--- src/rtl/ram_port_arbiter.sv ---
// Shares the single RAM port between per-CPU instruction fetch and the coherence bus master.
// Define ARB_STARVE_GUARD_EN to let a starved instruction fetch win after STARVE_LIMIT bus grants.
module ram_port_arbiter #(
    parameter int CPUS         = 2,
    parameter int STARVE_LIMIT = 4
) (
    input  logic                  CLK,
    input  logic                  nRST,
    input  logic [CPUS-1:0]       iREN,
    input  logic [CPUS-1:0][31:0] iaddr,
    output logic [CPUS-1:0]       iwait,
    output logic [CPUS-1:0][31:0] iload,
    input  logic                  bREN,
    input  logic                  bWEN,
    input  logic                  bLOCK,
    input  logic [31:0]           baddr,
    input  logic [31:0]           bstore,
    output logic                  bwait,
    output logic [31:0]           bload,
    output logic                  ramREN,
    output logic                  ramWEN,
    output logic [31:0]           ramaddr,
    output logic [31:0]           ramstore,
    input  logic [31:0]           ramload,
    input  logic [1:0]            ramstate
);
    localparam int         IW         = $clog2(CPUS);
    localparam logic [1:0] RAM_ACCESS = 2'd2;

    typedef enum logic [1:0] {IDLE, GNT_I, GNT_B} state_t;

    state_t        state, state_nxt;
    logic [IW-1:0] own, own_nxt, rr, rr_nxt, own_inc, pick, cand;
    logic          pick_found, access, i_done, b_done, bus_req, i_first, arb;

    assign access  = (ramstate == RAM_ACCESS);
    assign i_done  = (state == GNT_I) && access;
    assign b_done  = (state == GNT_B) && access;
    assign bus_req = bREN | bWEN;
    assign own_inc = (own == IW'(CPUS - 1)) ? '0 : own + 1'b1;
    assign rr_nxt  = i_done ? own_inc : rr;

    // Scan downward so the last hit is the nearest set bit at or after rr_nxt.
    always_comb begin
        pick_found = 1'b0;
        pick       = '0;
        cand       = '0;
        for (int k = CPUS - 1; k >= 0; k--) begin
            cand = IW'((int'(rr_nxt) + k) % CPUS);
            if (iREN[cand]) begin
                pick_found = 1'b1;
                pick       = cand;
            end
        end
    end

`ifdef ARB_STARVE_GUARD_EN
    localparam int BW = $clog2(STARVE_LIMIT + 1);
    logic [BW-1:0] bcnt, bcnt_nxt;

    always_comb begin
        bcnt_nxt = bcnt;
        if (!(|iREN) || i_done)
            bcnt_nxt = '0;
        else if (b_done && !bLOCK && (bcnt != BW'(STARVE_LIMIT)))
            bcnt_nxt = bcnt + 1'b1;
    end

    always_ff @(posedge CLK or negedge nRST) begin
        if (!nRST) bcnt <= '0;
        else       bcnt <= bcnt_nxt;
    end

    // The completion being counted this cycle already counts toward the limit.
    assign i_first = (bcnt_nxt == BW'(STARVE_LIMIT));
`else
    assign i_first = 1'b0;
`endif

    always_ff @(posedge CLK or negedge nRST) begin
        if (!nRST) begin
            state <= IDLE;
            own   <= '0;
            rr    <= '0;
        end else begin
            state <= state_nxt;
            own   <= own_nxt;
            rr    <= rr_nxt;
        end
    end

    always_comb begin
        state_nxt = state;
        own_nxt   = own;
        arb       = 1'b0;
        case (state)
            IDLE:    arb = 1'b1;
            GNT_I: begin
                if (access)          arb = 1'b1;
                else if (!iREN[own]) state_nxt = IDLE;
            end
            GNT_B: begin
                if (access)          arb = !bLOCK;
                else if (!bus_req)   state_nxt = IDLE;
            end
            default: state_nxt = IDLE;
        endcase
        if (arb) begin
            if (pick_found && (i_first || !bus_req)) begin
                state_nxt = GNT_I;
                own_nxt   = pick;
            end else if (bus_req) begin
                state_nxt = GNT_B;
            end else begin
                state_nxt = IDLE;
            end
        end
    end

    always_comb begin
        iwait    = '1;
        iload    = '0;
        bwait    = 1'b1;
        bload    = '0;
        ramREN   = 1'b0;
        ramWEN   = 1'b0;
        ramaddr  = '0;
        ramstore = '0;
        case (state)
            GNT_I: begin
                ramREN  = iREN[own];
                ramaddr = iaddr[own];
                if (access) begin
                    iwait[own] = 1'b0;
                    iload[own] = ramload;
                end
            end
            GNT_B: begin
                ramWEN   = bWEN;
                ramREN   = bREN & ~bWEN;
                ramaddr  = baddr;
                ramstore = bstore;
                if (access) begin
                    bwait = 1'b0;
                    bload = ramload;
                end
            end
            default: ;
        endcase
    end

endmodule

--- config.mk ---
export PLATFORM = sky130hd
export DESIGN_NAME = ram_port_arbiter
export DESIGN_NICKNAME = d
export VERILOG_FILES = /design/src/rtl/ram_port_arbiter.sv
export SDC_FILE = /design/constraint.sdc
export NUM_CORES = 1
export LEC_CHECK = 0
export ABC_AREA = 1
export BUFFER_PORTS_ARGS = -buffer_cell sky130_fd_sc_hd__buf_4
export CAP_MARGIN = 10
export CORE_AREA = 5 5 127 129
export CTS_BUF_LIST = sky130_fd_sc_hd__clkbuf_4
export DETAILED_ROUTE_END_ITERATION = 6
export DIE_AREA = 0 0 132 134
export SYNTH_ARGS = -nofsm -noshare
export SYNTH_HDL_FRONTEND = slang
export SYNTH_SLANG_ARGS = --single-unit
--- constraint.sdc ---
create_clock -name CLK -period 4.2 [get_ports CLK]
set_input_delay 0.63 -clock CLK [delete_from_list [all_inputs] [get_ports CLK]]
set_output_delay 0.63 -clock CLK [all_outputs]
set_load 0.05 [all_outputs]
Word-level counts from Yosys, hierarchy flattened

Cells that the tools add are included.
W data, S select, Z words.

Input port bits: 169
Flip-flop bits (word level): 4
Logic and storage cells: 71
Output and inout port bits: 165

Reduce and logical (&&, ||, !) cells: 8
Muxes and demuxes: 41
$lt $le $gt $ge: 4
Bitwise gates (word level): 5
Add/sub/neg operators: 2
Equality and inequality tests: 8

Operator list:

| operator              | count |
|---|---|
| $mux W32              | 6 |
| $mux W64              | 2 |
| $and A64 B64 Y64      | 1 |
| $pmux W32 S2          | 1 |
| $demux W32 S1         | 1 |
| $mux W1               | 18 |
| $mux W2               | 9 |
| $ne A3 B3 Y1 const B  | 4 |
| $lt A1 B2 Y1 const B  | 3 |
| $pmux W2 S3           | 1 |
| $reduce_and A5 Y1     | 1 |
| $eq A2 B2 Y1 const B  | 2 |
| $logic_and A1 B1 Y1   | 3 |
| $pmux W1 S3           | 1 |
| $add A1 B1 Y1 const B | 2 |
| $eq A2 B1 Y1 const B  | 1 |
| $logic_not A1 Y1      | 2 |
| $logic_not A2 Y1      | 1 |
| $ne A2 B2 Y1 const B  | 1 |
| $not A2 Y2            | 1 |
| $pmux W1 S2           | 1 |
| $reduce_and A2 Y1     | 1 |
| $and A1 B1 Y1         | 1 |
| $demux W1 S1          | 1 |
| 3 further kinds       | 3 |

Logic depth before layout (Yosys ltp)

Gate-level depths: netlist of run 1.

Word-level depth: 11
Depth in mapped cells: 9
Mapped depth without buffers: 9

Least setup slack after synthesis of run 1

OpenSTA, ideal clock, no wires.

Kind: flip-flop to output port
Start point: register state[0]
End point: output ramaddr[0]
Path slack: 1.654 ns
Buffers on the path: 2
Arrival time: 1.916 ns
Cell stages (with the launch flop): 7
Cell sequence: dfrtp_1 inv_1 ha_1 clkbuf_1 clkbuf_1 nand2_1 a21oi_1

Longest elaborated chain between the ends: 2

RTL lines:

| element                                      | line | RTL |
|---|---|---|
| start: declaration                           | 32   | `state_t state, state_nxt;` |
| start signal: assignment                     | 86   | `state <= state_nxt;` |
| $eq A2 B2 Y1 or $eq A2 B1 Y1 (tied branches) | 129  | `case (state)` |
| $pmux W32 S2 (*)                             | 129  |  |
| end: declaration                             | 22   | `output logic [31:0] ramaddr,` |

Mark *: on every way between the ends. The rest lies on a longest branch, timed or not.

==> results of run 1 <==
==> flip-flops by register name, indices dropped and copies added (netlist names) <==
| name | flops |
|---|---|
| own | 1 |
| rr | 1 |
| state | 2 |
==> report_power, final <==
group          leakage, nW  internal [mW]  switching, mW
Combinational         2.82          0.659           1.76
Sequential          0.0506         0.0561         0.0135
Clock               0.0138         0.0319         0.0142
==> kinds of logic (layout without fill, tap and decap cells) <==
logic type | count (synthesis) | count (layout) | synth area share, %
adders and majority gates | 4 | 4 | 2.63
and+or+nand+nor | 252 | 252 | 51.4
buffers and inverters | 108 | 417 | 22.7
AOI/OAI and AO/OA | 68 | 68 | 18.0
DFF | 4 | 4 | 5.25
==> worst reg2reg max path: stages, from the launching register on <==
cell	delay (ns)
sky130_fd_sc_hd__dfrtp_1	0.37
sky130_fd_sc_hd__inv_2	0.48
sky130_fd_sc_hd__nand3_2	0.75
sky130_fd_sc_hd__nand3_1	0.25
sky130_fd_sc_hd__nand2_1	0.07
sky130_fd_sc_hd__o21ai_1	0.13
==> worst paths after layout <==
| kind | end | slack [ns] | depth (start not counted) |
|---|---|---|---|
| worst max-delay path | iload[15] | 1.15 | 4 |
| worst min-delay path | own$_DFFE_PN0P_ | 0.19 | 1 |
| worst max register to register | own$_DFFE_PN0P_ | 2.07 | 5 |
| worst min register to register | rr$_DFF_PN0_ | 0.48 | 2 |
| max in group asynchronous | state[1]$_DFFE_PN0P_ | 3.91 | 1 |
| min in group CLK | rr$_DFF_PN0_ | 0.48 | 2 |
==> layout by cell type, fill, tap and decap left out <==
cell                       count
sky130_fd_sc_hd__a21oi_1      33
sky130_fd_sc_hd__buf_4       336
sky130_fd_sc_hd__clkbuf_4      3
sky130_fd_sc_hd__dfrtp_1       4
sky130_fd_sc_hd__ha_1          3
sky130_fd_sc_hd__ha_2          1
sky130_fd_sc_hd__inv_1        76
sky130_fd_sc_hd__inv_2         2
sky130_fd_sc_hd__nand2_1      79
sky130_fd_sc_hd__nand3_1       8
sky130_fd_sc_hd__nand3_2       2
sky130_fd_sc_hd__nand3b_1      1
sky130_fd_sc_hd__nor2_1      161
sky130_fd_sc_hd__nor2_4        1
sky130_fd_sc_hd__o21a_1        1
sky130_fd_sc_hd__o21ai_0       2
sky130_fd_sc_hd__o21ai_1      32
==> area by class of cell <==
type	instances	area share, %
Multi-Input combinational cell	324	30.2
Inverter	78	6.44
Tap cell	188	5.17
Timing Repair Buffer	336	55.5
Clock buffer	3	0.495
Sequential cell	4	2.20
==> stage by stage <==
stage	cell area, um^2	util [%]	hold slack [ns]	power (mW)	worst slack [ns]
finish	4550	30.5	0.187	2.54	1.15
global route	4550	30.5	0.173	2.71	0.944
CTS	4550	30.5	0.180	2.57	1.11
detailed placement	4530	30.3	0.429	2.52	1.33
global placement	4530	30.3	0.428	2.52	1.37
floorplan	1910	-	0.334	1.76	1.65
==> routing by layer <==
metal	global-route usage (%)	vias to the layer above	share of wire, %
li1	-	1899	-
met5	0	-	0
met1	14.2	1521	39
met2	23.5	194	51
met3	3.64	6	9.4
met4	2.00	0	0.63
==> results by stage, run 1 <==
Placement:
- After detailed placement, the design holds a cell count of 930.
- The placed wire-length estimate is 10400 um.
- The global placement routability congestion is 0.836.
- The number of buffer cells added on primary ports is 333.

Setup path:
- The type of origin of the critical path is a register.
- The endpoint arrival time on the critical path is 2.42 ns.
- The type of destination of the critical path is a primary output.
- The worst-path maximum fanout is 35.
- On the critical path the largest part of the delay comes from simple AND/OR/NAND/NOR gates.
- The reg-to-reg critical path startpoint is own$_DFFE_PN0P_.
- Data on the critical path is required at its endpoint by 3.57 ns.
- The largest single stage delay on the critical path is 0.75 ns.
- Counting both buffers and inverters, the worst setup path holds a total of 2.
- On the critical path, the stage with the largest delay is an instance of sky130_fd_sc_hd__nand3_2.
- The kind of critical path is register to primary output.
- The signal on the critical path passes through inv_2 > nand3_2 > nor2_1 > buf_4.
- The first element of the critical path is own$_DFFE_PN0P_.

Pwr:
- The worst vdd rail ir drop is 249 uV.
- Dividing total power by cell area gives a power density of 558 nW/um^2.
- For this design the static power due to leakage is 2.88 nW.

Global routing:
- The via count of the first global-routing pass is 3592.
- The first-pass GRT wire length is 18400 um.
- Global routing consumed, over all layers together, 12.5% of the routing resources.
- The remaining global-route overflow is 0.
- The number of antenna violations at the first check in global routing is 0.
- Entering global routing, the biggest net connects 69 pins.

Final layout:
- The layout cell share with drive strength beyond 1 is 46.3%.
- The number of antenna diodes in the final layout is 0.
- The final non-filler cell total is 933.
- The area growth from synthesis to layout is 139%.
- Summing all multi-input logic gate instances after layout gives 1380 um^2.
- After the last flow step, the layout net total stands at 920.
- The count of filler cells inserted in the layout is 1689.
- The sequential cell area in the final layout is 100 um^2.

Timing:
- The worst path needs 3.05 ns of the cycle, external delays included.
- Setup repair after global routing left no endpoint under its margin.
- The worst pin sits at a relative slew slack of 21.3%.
- Setup violations remaining at the end of the flow were counted as 0.
- The worst-case clock skew is 0.000890 ns.
- The slew of the pin with the lowest slew margin is 1.18 ns.
- Of the available clock period, the critical path in the final layout requires 72.6%.
- The upper clock frequency limit is 328 MHz.
- Summed over all failing endpoints, the final setup total negative slack is 0 ns.
- The total count of hold-check failures in the final report is 0.
- The number of slew-limit violations in the final report was 0.

Logic synthesis:
- The commonest cells after synthesis are 161 x sky130_fd_sc_hd__nor2_1, 79 x sky130_fd_sc_hd__nand2_1, 76 x sky130_fd_sc_hd__inv_1.
- The combined area of all synthesized cells is 1910 um^2.
- The count of warnings emitted by yosys is 0.
- Summing the sequential cell areas from Yosys gives 5.25% of the chip area.
- The per-instance average area after synthesis is 4.37 um^2.
- The number of nets in the synthesized netlist is 609.
- The number of library cell types mapped by synthesis is 17.
- The count of state elements after synthesis is 4.
- The count of flip-flops with a built-in enable after synthesis is 0.
- After synthesis, the largest area contributor takes up 31.7% of total cell area.
- The largest total area in the synthesized netlist belongs to sky130_fd_sc_hd__nor2_1.
- The cell count after synthesis came out at 436.
- sky130_fd_sc_hd__nor2_1 is the most common cell in the netlist.
- The share of async-settable or async-resettable flops after synthesis is 100%.
- By area the synthesized netlist is led by sky130_fd_sc_hd__nor2_1 32%, sky130_fd_sc_hd__nand2_1 16%, sky130_fd_sc_hd__inv_1 15%.
- In the synthesized netlist the dominant register cell turns out to be sky130_fd_sc_hd__dfrtp_1.

Clock network:
- The number of hold buffers added after CTS is 0.
- The clock tree root buffer cell is sky130_fd_sc_hd__clkbuf_4.
- The number of levels in the clock H-tree is 1.
- After clock tree synthesis, the clock-pin slew on the worst setup and hold paths is 0.04 ns.
- In this run, post-CTS repair resized a total of 0 instances.
- The CTS tree is done.
- The maximum count of clock buffers along a single path is 2.
- The number of post-CTS setup repair buffers is 0.
- The insertion delay to the later sink of the worst-skew pair is 0.23 ns.
- Counting every sink on the clock net gives 4.
- The number of clock buffers inserted by TritonCTS is 3.

Min path:
- The class of the worst hold path is primary input to asynchronous set/reset pin.

Routing:
- For this block, the routed nets add up to 12600 um of wire.
- The first-pass detailed-route iteration total is 4.
- The count of nets left with antenna violations after detail routing is 0.
- The starting DRC count in detailed routing is 100.
- The post-detailed-route via-to-cell ratio is 3.88.
- The routed length per instance is 13.5 um.
- Detailed routing inserted a total of 3620 vias.
- The number of design rule violations left after detail routing is 0.

Floorplanning:
- In this run the standard cell core region covers 14900 um^2.
- The die is 132 um wide.
- The number of core rows is 45.
- For this design the top-level I/O count stands at 334.
- The die area is 17700 um^2.
- From bottom edge to top edge, the die measures 134 um.
- Once the floorplan was initialized, standard cells occupied 12.8% of the core.

Flow run:
- The tool flagged a number of max-cap violations equal to 0.

Status:
- The run finished with clean final reports.
(Power assumes the default switching activity.)
==> run 2: changes to the inputs <==
==> constraint.sdc (replaced) <==
create_clock -name CLK -period 2.8 [get_ports CLK]
set_input_delay 0.42 -clock CLK [delete_from_list [all_inputs] [get_ports CLK]]
set_output_delay 0.42 -clock CLK [all_outputs]
set_load 0.05 [all_outputs]
==> run 2 against run 1 <==
Against the previous run:
- hold slack better by 0.29 ns
- core utilization is 0.70 points higher
- cell count is 1.2% higher
- critical endpoint is now iload[62]
- clock skew hardly changed
- first-iteration DRC count is 24% higher
- clock-buffer cell count stayed put
- sequential share of layout area hardly changed
==> results by stage, run 2 (synthesis results as in run 1) <==
Setup path:
- The highest-delay cell along the critical path is sky130_fd_sc_hd__dfrtp_1.
- The slack of the worst reg-to-reg path came to 1.02 ns (-1.05 ns).
- The signal on the critical path passes through inv_1 > ha_1 > nand3_2 > buf_4 > nor2_1 > buf_4.
- The worst setup path is launched from a register.
- The count of buffer and inverter cells on the critical path is 3 (+1).
- The required arrival time at the worst endpoint is 2.38 ns (-1.19 ns).
- The category of cells accounting for the largest share of critical-path delay is buffers and inverters.
- The critical path is of the register to primary output type.
- The reg-to-reg critical path startpoint is state[0]$_DFFE_PN0P_.
- In this run the critical register-to-register path is captured at own$_DFFE_PN0P_.
- The cell count of the worst reg-to-reg path is 8 (+3).
- In this design, the critical path's most frequently occurring cell is sky130_fd_sc_hd__buf_4.
- The endpoint arrival time on the critical path was 2.01 ns (-0.41 ns).
- Tracing the worst setup path back leads to its startpoint at state[1]$_DFFE_PN0P_.
- The largest stage delay on the critical path is 0.40 ns (-0.35 ns).
- The worst setup path is captured at a primary output.
- The worst-path maximum fanout is 19 (-46%).

Status:
- The run finished with clean final reports.

Clock network:
- The CTS tree is done.
- The count of clock tree sinks came to 4 (unchanged).
- The number of clock buffers inserted by TritonCTS was 3 (unchanged).
- The number of levels in the clock H-tree was 1 (unchanged).
- The maximum count of clock buffers along a single path was 2 (unchanged).
- The insertion delay to the later sink of the worst-skew pair is 0.23 ns (about the same).
- The register clock-pin slew on the reported worst setup and hold paths is 0.04 ns (about the same).
- The clock tree root buffer cell is sky130_fd_sc_hd__clkbuf_4.
- The quantity of gates resized following cts is 0 (unchanged).

Timing:
- The relative max-transition margin is 62.3% (+41 points).
- In the finished design, the share of the clock period the worst path needs comes to 86.8%.
- The total count of hold-check failures in the final report is 0 (unchanged).
- The setup violation total in the final timing report is 0 (unchanged).
- The upper clock frequency limit is 412 MHz.
- Setup repair after global routing left no endpoint under its margin.
- The number of slew-limit violations in the final report is 0 (unchanged).
- The final worst hold slack is 0.480 ns (+0.294 ns).
- The time the final worst path needs with I/O delays and setup is 2.43 ns.
- The worst-case clock skew is 0.000831 ns (-0.0000587 ns).
- The total negative slack is 0 ns (unchanged).
- The final setup slack of the worst path is 0.370 ns (-0.780 ns).
- The slew of the pin with the lowest slew margin is 0.565 ns (-0.612 ns).

Final layout:
- The flip-flop count of the largest register after layout is 2 (unchanged).
- Leaving out fill and tap cells, the most frequent cells in the layout are 343 x sky130_fd_sc_hd__buf_4, 161 x sky130_fd_sc_hd__nor2_1, 79 x sky130_fd_sc_hd__nand2_1, 76 x sky130_fd_sc_hd__inv_1, 33 x sky130_fd_sc_hd__a21oi_1.
- The area of combinational cells with multiple inputs is 1380 um^2 (unchanged).
- The sequential cell area in the final layout is 100 um^2 (unchanged).
- The most common cell after layout, fill and taps aside is sky130_fd_sc_hd__buf_4.
- The layout cell share with drive strength beyond 1 is 46.9% (+0.58 points).
- The final non-filler cell total is 944 (+1.2%).
- The count of filler cells inserted in the layout was 1697 (+0.47%).
- The total number of nets in the final design is 930 (+1.1%).
- The area added between synthesis and finish is 144%.
- The largest registers in the layout are state (2), own (1), rr (1).
- The post-layout instance area is 4650 um^2 (+2.3%).
- The register with the most flip-flops in the final layout is state.

Routing:
- The post-detailed-route via-to-cell ratio is 3.90 (+0.58%).
- The number of design rule violations left after detail routing is 0 (unchanged).
- The total routed wirelength was 12700 um (+0.81%).
- The via count is 3684 (+1.8%).
- The starting DRC count in detailed routing was 124 (+24%).
- The first-pass detailed-route iteration total was 6 (+2).
- The count of nets left with antenna violations after detail routing is 0 (unchanged).
- The routed length per instance is 13.4 um (-0.36%).

Placement:
- The pre-CTS setup slack is 0.543 ns (-0.783 ns).
- The global placement routability congestion is 0.813 (-2.7%).
- The post-placement cell area was 4620 um^2 (+2.0%).
- The number of buffer cells added on primary ports is 333 (unchanged).
- The placed instance count was 939 (+0.97%).
- The placed wire-length estimate came to 10600 um (+2.5%).

Pwr:
- The power spent charging and discharging nets is 2.71 mW (+51%).
- The combinational fraction of design power is 95.4% (about the same).
- The power share of the sequential group is 2.8% (about the same).
- The share of total power consumed by net switching came to 68.8% (-1.8 points).
- The power density over cell area came to 847 nW/um^2 (+52%).
- The clock network fraction of total power is 1.8% (about the same).
- The leakage power came to 2.93 nW (+1.9%).
- The cell internal power dissipation came to 1.23 mW (+65%).
- The worst vdd rail ir drop is 329 uV (+32%).

Min path:
- The hold path startpoint is iREN[1].
- The worst hold path was traced through 3 stages.
- The destination of the worst hold path is own$_DFFE_PN0P_.
- The class of the worst hold path is primary input to register.

Global routing:
- The remaining global-route overflow came to 0 (unchanged).
- The global routing usage summed across all routing layers came to 12.7% (+0.21 points).
- The maximum number of pins on one net before global-route repair came to 36 (-48%).
- The via count of the first global-routing pass came to 3582 (-0.28%).
- The first-pass GRT wire length came to 18700 um (+1.6%).
- The number of antenna violations at the first check in global routing was 1 (+1).

Flow run:
- The max-cap check violation count came to 0 (unchanged).

Floorplanning:
- The effective utilization at floorplan is 12.8% (unchanged).
- The width of the die is 132 um (unchanged).
- The die area is 17700 um^2 (unchanged).
- The height of the die came to 134 um (unchanged).
- The top-level I/O count is 334 (unchanged).
- The area of the core is 14900 um^2 (unchanged).
- The number of core rows was 45 (unchanged).
[run 2: what timing repair did]
item,in CTS,in global routing
hold endpoints to repair,4,0
hold buffers,1,0
endpoints found under the setup margin,0,0
buffers inserted,0,0
[run 2: how the worst max path moves through the flow]
| stage | end | depth (start not counted) | slack [ns] |
|---|---|---|---|
| after floorplan | ramaddr[0] | 6 | 0.46 |
| after global placement | iload[62] | 6 | 0.60 |
| after detailed placement | iload[62] | 6 | 0.54 |
| after CTS | iload[62] | 6 | 0.29 |
| after global routing | iload[60] | 6 | 0.18 |
| final | iload[62] | 6 | 0.37 |
[run 2: layout make-up]
type	count	share of cell area [%]
multi-input cells	324	29.6
inverters	78	6.29
clock buffers	3	0.484
well taps	188	5.06
diodes	1	0.0538
flip-flops and latches	4	2.15
repair buffers	346	56.4
[run 2: worst min-delay path: cells and delay by family]
family	cells	cell delay [ns]
AOI/OAI and AO/OA	1	0.06
and+or+nand+nor	1	0.06
buffers and inverters	1	0.13
[run 2: through the flow]
step / power [mW] / utilization, %
3_3_place_gp: 3.91 / 31.0
5_1_grt: 4.20 / 31.2
2_1_floorplan: 2.64 / -
4_1_cts: 3.99 / 31.2
3_5_place_dp: 3.91 / 31.0
6_report: 3.94 / 31.2
[run 2: layer usage]
layer | track usage (%) | routed length, um
met1 | 14.6 | 5010
met2 | 24.1 | 6460
met3 | 2.89 | 1090
met4 | 2.29 | 103
met5 | 0 | 0
[run 2: power groups by stage]
stage | combinational [mW] | clock [mW] | sequential [mW]
after CTS | 3.81 | 0.0734 | 0.111
after floorplan | 2.54 | 0 | 0.0978
after global placement | 3.81 | 0 | 0.109
after global routing | 4.01 | 0.0776 | 0.114
final | 3.76 | 0.0707 | 0.111
after detailed placement | 3.80 | 0 | 0.111
